## src/rtl/switch_debouncer.sv

```systemverilog
// switch_debouncer
//   Synchronises a raw slide-switch bus to the system clock, filters contact
//   bounce per bit and presents a clean switch state plus one-cycle edge events.
//
// Parameters:
//   WIDTH         number of switch bits (bus order [0:WIDTH-1], bit 0 = leftmost)
//   STABLE_CYCLES consecutive differing cycles needed to accept a new state
//                 (1 .. 2^CNT_W-1)
//   CNT_W         width of each per-bit stability counter
//
// Ports:
//   clock      system clock, rising-edge active
//   reset      synchronous active-high reset
//   SW         raw switch inputs, asynchronous to clock (1 = switch up)
//   state      debounced switch state, registered
//   rise       one-cycle pulse when a state bit goes 0->1
//   fall       one-cycle pulse when a state bit goes 1->0
//   any_change registered OR of all rise/fall bits, aligned with those pulses
module switch_debouncer #(
    parameter int unsigned WIDTH         = 6,
    parameter int unsigned STABLE_CYCLES = 500000,
    parameter int unsigned CNT_W         = 19
) (
    input  logic             clock,
    input  logic             reset,
    input  logic [0:WIDTH-1] SW,
    output logic [0:WIDTH-1] state,
    output logic [0:WIDTH-1] rise,
    output logic [0:WIDTH-1] fall,
    output logic             any_change
);

    // Terminal count: the cycle on which the new value is accepted.
    localparam logic [CNT_W-1:0] CntMax = CNT_W'(STABLE_CYCLES - 1);

    logic [0:WIDTH-1] s1_q;
    logic [0:WIDTH-1] s2_q;
    logic [0:WIDTH-1] state_q, state_d;
    logic [0:WIDTH-1] rise_q, rise_d;
    logic [0:WIDTH-1] fall_q, fall_d;
    logic             any_change_q, any_change_d;
    logic [CNT_W-1:0] cnt_q [WIDTH];
    logic [CNT_W-1:0] cnt_d [WIDTH];

    // Per-bit filter. The counter only runs while the synchronised input
    // disagrees with the accepted state; any agreement clears it, so stability
    // is measured over consecutive cycles only.
    always_comb begin
        state_d = state_q;
        rise_d  = '0;
        fall_d  = '0;
        for (int i = 0; i < WIDTH; i++) begin
            cnt_d[i] = '0;
            if (s2_q[i] != state_q[i]) begin
                if (cnt_q[i] == CntMax) begin
                    state_d[i] = s2_q[i];
                    rise_d[i]  = s2_q[i];
                    fall_d[i]  = ~s2_q[i];
                end else begin
                    cnt_d[i] = cnt_q[i] + CNT_W'(1);
                end
            end
        end
        // Computed from the next-state pulses so it lands in the same cycle.
        any_change_d = |(rise_d | fall_d);
    end

    always_ff @(posedge clock) begin
        if (reset) begin
            s1_q         <= '0;
            s2_q         <= '0;
            state_q      <= '0;
            rise_q       <= '0;
            fall_q       <= '0;
            any_change_q <= 1'b0;
            for (int i = 0; i < WIDTH; i++) begin
                cnt_q[i] <= '0;
            end
        end else begin
            s1_q         <= SW;
            s2_q         <= s1_q;
            state_q      <= state_d;
            rise_q       <= rise_d;
            fall_q       <= fall_d;
            any_change_q <= any_change_d;
            for (int i = 0; i < WIDTH; i++) begin
                cnt_q[i] <= cnt_d[i];
            end
        end
    end

    assign state      = state_q;
    assign rise       = rise_q;
    assign fall       = fall_q;
    assign any_change = any_change_q;

endmodule

```

## config.mk

```make
export PLATFORM = sky130hd
export DESIGN_NAME = switch_debouncer
export DESIGN_NICKNAME = d
export VERILOG_FILES = /design/src/rtl/switch_debouncer.sv
export SDC_FILE = /design/constraint.sdc
export NUM_CORES = 1
export LEC_CHECK = 0
export ABC_AREA = 1
export BUFFER_PORTS_ARGS = -buffer_cell sky130_fd_sc_hd__buf_2
export CAP_MARGIN = 0
export CORE_MARGIN = 2
export CORE_UTILIZATION = 30
export CTS_CLUSTER_SIZE = 14
export DETAILED_ROUTE_END_ITERATION = 7
export SKIP_CTS_REPAIR_TIMING = 1
export SLEW_MARGIN = 20
export SYNTH_ARGS = -nofsm -noshare
export SYNTH_HDL_FRONTEND = slang
export SYNTH_SLANG_ARGS = --single-unit
```

## constraint.sdc

```tcl
create_clock -name clock -period 1.4 [get_ports clock]
set_clock_uncertainty 0.05 [all_clocks]
set_input_delay 0.35 -clock clock [delete_from_list [all_inputs] [get_ports clock]]
set_output_delay 0.35 -clock clock [all_outputs]
set_load 0.005 [all_outputs]
```

==> metrics.yaml <==
p_int_mw: 6.75
synth_top_cells_by_count: "nor2_1 (148), dfxtp_1 (145), nand2_1 (140)"
drv_slew: 0
finalSetupTns_ps: -4460
fp-row-count: 54
drc: 0
power_frac_seq_pct: 48.3
design.die.area_um2: 23200
synth.mux.area_fraction_pct: 0
cts_max_level: 4
grt_setup_unrepaired: "yes"
avgViaCountPerCell: 4.45
nets: 1065
reg2reg_from: "cnt_q[3][0]"
ys_types: 43
initial_core_util_pct: 30.4
total_switching_power_mw: 1.87
clkSinkCount: 145
drt-wirelength-per-cell_um: 11.5
antenna_found_initial: 0
synthToLayoutAreaGrowth_pct: 48.5
n_antenna_cell: 0
ant_nets: 0
synth_fp_nets: 892
swShare_pct: 21.7
grt_pass1_vias: 5577
dr_wl_met3_um: 360
clock_path_buffers: 2
timing.hold.ws_ps: 95.3
gr-usage-all-layers_pct: 12.7
relSlewSlack_pct: 67.1
synthSimpleGateAreaFrac_pct: 35.5
wl_met1_um: 7220
yosysWarnings: 0
route.met2.wl_um: 7650
violations: "setup timing"
synth_compound_area_share_pct: 5.05
fin_area_um2: 9820
cp-end-kind: "flop"
io_buffers: 26
synth_xor_area_share_pct: 5.83
synth_top_family_by_area: "simple AND/OR/NAND/NOR gates"
setup_ws_ps: -118
holdPathStages: 3
setup_violations: 89
synthTopCellsByArea: "dfxtp_1 (44%), nor2_1 (8.4%), nand2_1 (8.0%), inv_1 (6.9%), nand3_1 (4.8%)"
grt_max_degree: 20
hold_end: "s1_q[2]"
synth_area_per_cell_um2: 7.53
finalHoldViolCount: 0
max_cap_violations: 0
synth_most_common_cell: "nor2_1"
crit_required_ps: 1700
seq_area_frac_synth_pct: 43.9
power.density_nw_per_um2: 878
path_clk_slew_ps: 60
async_flop_share_pct: 0
fillers: 2078
critPathMaxFanout: 5
worstMarginPinSlew_ps: 492
totalWireLength_um: 15500
p_leak_nw: 3.92
fp.dieH_um: 152
dpl-instance-area_um2: 7950
synthAdderAreaFrac_pct: 1.14
top_layer: "met4"
ios: 27
status: "finished with violations"
finalCritPeriodShare_pct: 108
place_ws_ps: -144
cts_tree: "done"
ys_ff_latch: 145
r2r_end: "fall[3]"
r2r_slack_ps: -120
gp_congestion: 0.782
ys.flop_type: "dfxtp_1"
synth_top_area_share_pct: 43.9
min_from: "SW[2]"
via_count: 5977
root_buffer: "clkbuf_16"
fmax_ghz: 0.659
overflow: 0
die-width_um: 152
drt-pass1-iter-count: 4
cp_data_arrival_time_ps: 1820
ir_drop_mv: 0.510
clockPowerShare_pct: 49.3
synthesis.area_um2: 6610
insertion_delay_ps: 430
fp.coreArea_um2: 21800
path_class: "reg -> reg"
start_kind: "flop"
fin_crit_ps: 1520
cts_buffers: 17
syn-instance-count: 878
synth_edf_count: 0
hold_path_class: "in -> reg"
drtIter0Drc: 194
drive_gt1_share_pct: 44.6
rr_worst_depth: 8
yosysTopAreaCell: "dfxtp_1"
grt_first_pass_wirelength_um: 24500
dp_hpwl_um: 10400
combPwrFrac_pct: 2.4
==> cell usage in the layout, fill, tap and decap left out, types with 25 or more instances in the layout <==
cell	Yosys	final
nor2_4	8	25
buf_6	3	26
dfxtp_1	145	113
nand2_1	140	110
nand3_1	64	47
xor2_1	33	31
nor2_1	148	95
dfxtp_2	0	30
inv_1	122	104
buf_4	3	104
nor3_2	11	25
nor2_2	12	48
==> state kept, by name, summed over array words and instances (netlist names) <==
name        cells
cnt_q         114
any_change      1
rise            6
fall            6
s2_q            6
state           6
s1_q            6
==> layer usage <==
metal	global-route usage [%]	up-vias
li1	-	3127
met1	15.7	2767
met2	21.4	63
met3	3.01	20
met4	4.76	0
met5	0	-
==> cell type report <==
cell class | count | area (µm²) | area share, %
inverters | 133 | 524 | 5.34
flip-flops and latches | 145 | 2950 | 30.0
clock buffers | 21 | 460 | 4.69
repair buffers | 161 | 1350 | 13.7
multi-input cells | 593 | 4100 | 41.8
well taps | 280 | 350 | 3.57
clock inverters | 10 | 86.3 | 0.879
==> worst max-delay path by stage <==
stage | start | to | slack, ps | cells after the start
finish | cnt_q[3][0] | fall[3] | -120 | 8
global route | cnt_q[3][0] | any_change | -200 | 10
CTS | cnt_q[2][0] | cnt_q[2][4] | -150 | 7
detailed placement | cnt_q[2][0] | cnt_q[2][7] | -140 | 7
global placement | cnt_q[4][1] | state[4] | -70 | 9
floorplan | cnt_q[5][1] | state[5] | -20 | 9
==> power groups by stage <==
stage | logic (mW) | clock network (mW) | registers [mW]
finish | 0.208 | 4.25 | 4.16
global route | 0.227 | 4.53 | 4.16
CTS | 0.150 | 4.36 | 4.16
detailed placement | 0.149 | 0 | 4.25
global placement | 0.147 | 0 | 4.25
floorplan | 0.0799 | 0 | 4.25
==> critical path, stage by stage (launching register included) <==
cell and delay [ps]:
dfxtp_2 350, ha_4 150, nand2_4 60, nor2_4 160
inv_2 80, nor2_4 160, buf_6 120, nand3_1 140
nor2_2 180
==> per-stage QoR <==
stage / power (mW) / utilization [%] / cells
4_1_cts: 8.67 / 39.1 / 1319
5_1_grt: 8.92 / 45.1 / 1343
2_1_floorplan: 4.33 / - / 878
3_5_place_dp: 4.40 / 36.6 / 1288
6_report: 8.62 / 45.1 / 1343
3_3_place_gp: 4.40 / 36.6 / 1288
==> logic make-up after synthesis <==
logic type / after synthesis
compound gates: 62
fa+ha+maj: 6
simple gates: 479
xor+xnor: 44
flops: 145
buf+inv: 142
(Power assumes the default switching activity.)
